--- src/rtl/esc_quad_pwm.sv ---
// Four-channel servo-style ESC PWM generator: one shared period counter, widths double-buffered at the wrap.
// Define ESC_SLEW_EN to rate-limit each channel's effective speed by SLEW_STEP per period.
module esc_quad_pwm #(
    parameter int PERIOD_W  = 20,
    parameter int BASE_CNT  = 50000,
    parameter int SPD_MULT  = 3,
    parameter int SLEW_STEP = 64
) (
    input  logic        clk,
    input  logic        rst_n,
    input  logic        armed,
    input  logic [10:0] frnt_spd,
    input  logic [10:0] bck_spd,
    input  logic [10:0] lft_spd,
    input  logic [10:0] rght_spd,
    output logic        frnt_pwm,
    output logic        bck_pwm,
    output logic        lft_pwm,
    output logic        rght_pwm,
    output logic        frm_strt
);

    localparam int SPD_W  = 11;
    localparam int NCH    = 4;
    localparam int PROD_W = PERIOD_W + 16;
    localparam logic [PERIOD_W-1:0] CNT_MAX = '1;
    localparam logic [PERIOD_W-1:0] CMP_MAX = CNT_MAX - 1'b1;
    localparam logic [PERIOD_W-1:0] BASE    = PERIOD_W'(BASE_CNT);

    // Saturate below the wrap so every pulse has a falling edge inside its period.
    function automatic logic [PERIOD_W-1:0] speed_to_cmp(input logic [SPD_W-1:0] spd);
        logic [PROD_W-1:0] raw;
        raw = PROD_W'(spd) * PROD_W'(SPD_MULT) + PROD_W'(BASE_CNT);
        if (raw > PROD_W'(CMP_MAX))
            return CMP_MAX;
        return raw[PERIOD_W-1:0];
    endfunction

    logic [SPD_W-1:0]    spd_in     [NCH];
    logic [SPD_W-1:0]    spd_p0     [NCH];
    logic [SPD_W-1:0]    stage2_spd [NCH];
    logic [PERIOD_W-1:0] cmp_nxt_p1 [NCH];
    logic [PERIOD_W-1:0] cmp_act_p2 [NCH];
    logic [NCH-1:0]      pwm_q;
    logic [PERIOD_W-1:0] cnt;
    logic                frm_strt_q;
    logic                wrap;

    assign spd_in[0] = frnt_spd;
    assign spd_in[1] = bck_spd;
    assign spd_in[2] = lft_spd;
    assign spd_in[3] = rght_spd;
    assign wrap      = (cnt == CNT_MAX);

    // Stage 1: capture commanded speeds, disarmed forces zero
    always_ff @(posedge clk) begin
        if (!rst_n) begin
            for (int i = 0; i < NCH; i++) spd_p0[i] <= '0;
        end else begin
            for (int i = 0; i < NCH; i++) spd_p0[i] <= armed ? spd_in[i] : '0;
        end
    end

`ifdef ESC_SLEW_EN
    function automatic logic [SPD_W-1:0] slew_toward(input logic [SPD_W-1:0] eff,
                                                     input logic [SPD_W-1:0] req);
        logic [SPD_W-1:0] step;
        step = SPD_W'(SLEW_STEP);
        if (req > eff)
            return (req - eff > step) ? eff + step : req;
        return (eff - req > step) ? eff - step : req;
    endfunction

    logic             armed_p0;
    logic [SPD_W-1:0] eff_tgt    [NCH];
    logic [SPD_W-1:0] eff_nxt_p1 [NCH];
    logic [SPD_W-1:0] eff_p2     [NCH];

    // Disarm bypasses the slew limiter and drops straight to zero.
    always_comb begin
        for (int i = 0; i < NCH; i++) begin
            eff_tgt[i]    = armed_p0 ? slew_toward(eff_p2[i], spd_p0[i]) : '0;
            stage2_spd[i] = eff_tgt[i];
        end
    end

    always_ff @(posedge clk) begin
        if (!rst_n) begin
            armed_p0 <= 1'b0;
            for (int i = 0; i < NCH; i++) begin
                eff_nxt_p1[i] <= '0;
                eff_p2[i]     <= '0;
            end
        end else begin
            armed_p0 <= armed;
            for (int i = 0; i < NCH; i++) begin
                eff_nxt_p1[i] <= eff_tgt[i];
                if (wrap) eff_p2[i] <= eff_nxt_p1[i];
            end
        end
    end
`else
    always_comb begin
        for (int i = 0; i < NCH; i++) stage2_spd[i] = spd_p0[i];
    end
`endif

    // Stage 2: compare value from speed; active compare swaps only at the wrap
    always_ff @(posedge clk) begin
        if (!rst_n) begin
            for (int i = 0; i < NCH; i++) begin
                cmp_nxt_p1[i] <= BASE;
                cmp_act_p2[i] <= BASE;
            end
        end else begin
            for (int i = 0; i < NCH; i++) begin
                cmp_nxt_p1[i] <= speed_to_cmp(stage2_spd[i]);
                if (wrap) cmp_act_p2[i] <= cmp_nxt_p1[i];
            end
        end
    end

    // Output stage: shared counter, pulses high for cnt = 1..cmp_active
    always_ff @(posedge clk) begin
        if (!rst_n) begin
            cnt        <= '0;
            frm_strt_q <= 1'b0;
            pwm_q      <= '0;
        end else begin
            cnt        <= cnt + 1'b1;
            frm_strt_q <= (cnt == '0);
            for (int i = 0; i < NCH; i++) begin
                if (cnt == '0)
                    pwm_q[i] <= 1'b1;
                else if (cnt == cmp_act_p2[i])
                    pwm_q[i] <= 1'b0;
            end
        end
    end

    assign frnt_pwm = pwm_q[0];
    assign bck_pwm  = pwm_q[1];
    assign lft_pwm  = pwm_q[2];
    assign rght_pwm = pwm_q[3];
    assign frm_strt = frm_strt_q;

endmodule

--- config.mk ---
export PLATFORM = sky130hd
export DESIGN_NAME = esc_quad_pwm
export DESIGN_NICKNAME = d
export VERILOG_FILES = /design/src/rtl/esc_quad_pwm.sv
export SDC_FILE = /design/constraint.sdc
export NUM_CORES = 1
export LEC_CHECK = 0
export CAP_MARGIN = 0
export CORE_ASPECT_RATIO = 1.25
export CORE_MARGIN = 10
export CORE_UTILIZATION = 60
export DETAILED_ROUTE_END_ITERATION = 8
export GPL_ROUTABILITY_DRIVEN = 0
export PLACE_DENSITY = 0.86
export REMOVE_ABC_BUFFERS = 1
export SKIP_CTS_REPAIR_TIMING = 1
export SYNTH_ARGS = -nofsm -noshare
export SYNTH_HDL_FRONTEND = slang
export SYNTH_SLANG_ARGS = --single-unit
export TNS_END_PERCENT = 5
--- constraint.sdc ---
create_clock -name clk -period 7.1 [get_ports clk]
set_clock_uncertainty 0.1 [all_clocks]
set_input_delay 1.42 -clock clk [delete_from_list [all_inputs] [get_ports clk]]
set_output_delay 1.42 -clock clk [all_outputs]
set_load 0.01 [all_outputs]
==> results.md <==
- Die X: 127.4 µm
- Most frequent cells after synthesis: dfxtp_1, inv_1, ha_1, and2_1, edfxtp_1
- RR Endpoint: cmp_act_p2[0][1]
- Drc violations: 0
- Peak Freq: 299.3 MHz
- Avg Cell Area, Syn: 10.28 µm²
- Initial antenna violation count: 0
- Yosys top cell by area: dfxtp_1
- CTS tree: yes
- CP Class: in -> reg
- Fin crit period: 3.341 ns
- Largest net degree at the start of global routing: 68
- I/O Pins: 52
- # H-tree levels: 4
- RSZ-0062 raised after global routing: false
- Vias in the first global route: 5,952
- Ranking of synthesized cells by area: dfxtp_1, edfxtp_1, ha_1, and2_1, xor2_1
- P&R area growth vs syn: 13.41%
- Slew margin rel.: 23.09%
- Clock-pin slew on the worst setup and hold paths: 0.06 ns
- Worst setup path startpoint: rst_n
- Multi-input logic area: 4151 µm²
- Grt total ovfl: 0
- Worst Hold Class: reg -> reg
- Via count: 5,924
- Clock latency on the worst-skew pair: 0.42 ns
- Top-count cell post-synth: dfxtp_1
- Setup crit end kind: flip-flop
- Share of flip-flops with an asynchronous set or reset: 0%
- Cell variety after synth: 48
- Number of max-cap violations: 0
- Diodes inserted: 0
- Die area: 19,650 µm²
- Cts bufs inserted: 17
- First-pass GRT wire length: 27,840 µm
- Port bufs: 51
- Max clock buf depth: 2
- Slew Limit Fails: 0
- Final core occ: 68.69%
- Synth Instances: 842
- Worst-path maximum fanout: 67
- Ratio of cells with drive above 1 in the final layout: 5.051%
- VDD IR max: 136.6 µV
- Antenna Nets Post-Route: 0
- Fin crit share: 47.06%
- Setup TNS Final: 0 ns
- Worst path cell trace: buf_4 -> nand3_1 -> nor2_4 -> and2_1
- CP peak stage delay: 0.72 ns
- Leak pwr: 4.211 nW
- Setup violators final: 0
- Drt first pass iters: 5
- Vias per cell: 5.542
- FF-to-FF setup slack: 4.16 ns
- Top FF cell, synth: dfxtp_1
- DP Wirelength: 10,540 µm
- Tightest Pin Transition: 1.150 ns
- Routed len/inst: 14.97 µm
- Root Buffer: clkbuf_16
- Yosys reg bits: 173
- Register area: 3984 µm²
- Crit path required time: 7.27 ns
- Final nets: 1,011
- R2R depth: 6
- Core area: 14,290 µm²
- Share of the synthesized area in the top cell type: 28.00%
- Sequential-to-total area share from yosys stat: 46.04%
- Tot GR Track Use: 17.10%
- Routed WL: 16,010 µm
- Mapped Area: 8652 µm²
- Final Hold Fails: 0
- Cell count of the worst hold path: 1
- # clock sinks: 173
- FILL cells: 1,022
- Yosys warns: 0
- Worst r2r src: cnt[1]
- Crit-path slowest cell: nor2_4
- Startpoint types: primary input
- Setup crit end: cmp_act_p2[3][0]
- Status: completed
- PwrDens: 227.7 nW/µm²
- Initial Util: 60.57%
- Iteration-0 DRC Markers: 323
- Crit path DAT: 3.52 ns
- Die H: 154.3 µm
- EDFF count, synth: 52
- Std-Cell Rows: 49
layer usage:
| metal | share of wire, % | GRT usage (%) | up-vias | wire (µm) |
|---|---|---|---|---|
| li1 | - | - | 2956 | - |
| met1 | 40 | 19.66 | 2799 | 6388 |
| met2 | 53 | 29.97 | 139 | 8495 |
| met3 | 4.5 | 3.044 | 30 | 721 |
| met4 | 2.5 | 7.822 | 0 | 403 |
| met5 | 0 | 0 | - | 0 |
placed cells by master, fill, tap and decap left out, types with 5 or more instances in the layout:
cell and instances:
a21boi_0 6, nor2_1 11, inv_1 88, dfxtp_1 121
nor3_1 6, xor2_1 42, or3_1 14, nor4_1 10
ha_1 82, clkbuf_16 21, a21o_1 9, nand4_1 11
a21oi_1 16, clkdlybuf4s50_1 50, o21a_1 8, nand2_1 28
and3_1 46, or4_1 5, nand2b_1 12, nand3_1 25
mux2i_1 7, edfxtp_1 52, xnor2_1 37, and2_1 70
nor2b_1 15, o21ai_0 34, a211oi_1 7, clkbuf_1 5
area by class of cell:
| class | instances | area share, % |
|---|---|---|
| inverter | 88 | 3.366 |
| multi-input combinational | 545 | 42.31 |
| tap | 178 | 2.270 |
| clock inverter | 3 | 0.1530 |
| timing repair buffer | 53 | 5.330 |
| clock buffer | 29 | 5.968 |
| sequential | 173 | 40.60 |
where the power goes:
| part | switching, mW | internal, mW |
|---|---|---|
| Sequential | 0.0244 | 1.06 |
| Clock | 0.363 | 0.559 |
| Combinational | 0.112 | 0.111 |
cell families (layout without fill, tap and decap cells):
kind of cell | Yosys count | in the layout | share of synthesized area [%]
and+or+nand+nor | 268 | 268 | 18.48
DFF | 173 | 173 | 46.04
buffers and inverters | 124 | 173 | 6.103
AOI/OAI and AO/OA | 105 | 105 | 7.780
adders and majority gates | 86 | 86 | 12.78
xor gates and xnor gates | 79 | 79 | 7.997
muxes | 7 | 7 | 0.8099
registers in the layout (all words and copies together), names as in the netlist:
signal / flops
spd_p0: 44
cnt: 20
pwm_q: 4
cmp_act_p2: 52
frm_strt: 1
cmp_nxt_p1: 52
how the worst min path moves through the flow:
stage / startpoint / to / slack (ns)
after CTS: pwm_q[3] / pwm_q[3] / 0.37
after global routing: pwm_q[2] / pwm_q[2] / 0.40
final: spd_p0[0][0] / cmp_nxt_p1[0][0] / 0.37
after global placement: spd_p0[0][0] / cmp_nxt_p1[0][0] / 0.36
after detailed placement: spd_p0[2][0] / cmp_nxt_p1[2][0] / 0.36
after floorplan: spd_p0[0][0] / cmp_nxt_p1[0][0] / 0.34
critical path: cells and delay by family:
| family | cells | cell delay [ns] |
|---|---|---|
| AND/OR/NAND/NOR | 3 | 1.59 |
| buffers and inverters | 1 | 0.46 |
per-stage QoR:
step	hold slack, ns	instances	worst slack, ns	power, mW	area [µm²]
2_1_floorplan	0.3414	806	1.465	1.247	8454
3_3_place_gp	0.3600	1037	3.497	1.321	9211
6_report	0.3734	1069	3.759	2.234	9812
4_1_cts	0.3723	1069	3.746	2.246	9812
3_5_place_dp	0.3551	1037	3.385	1.330	9211
5_1_grt	0.3950	1069	3.502	2.323	9812
(Power assumes the default switching activity.)
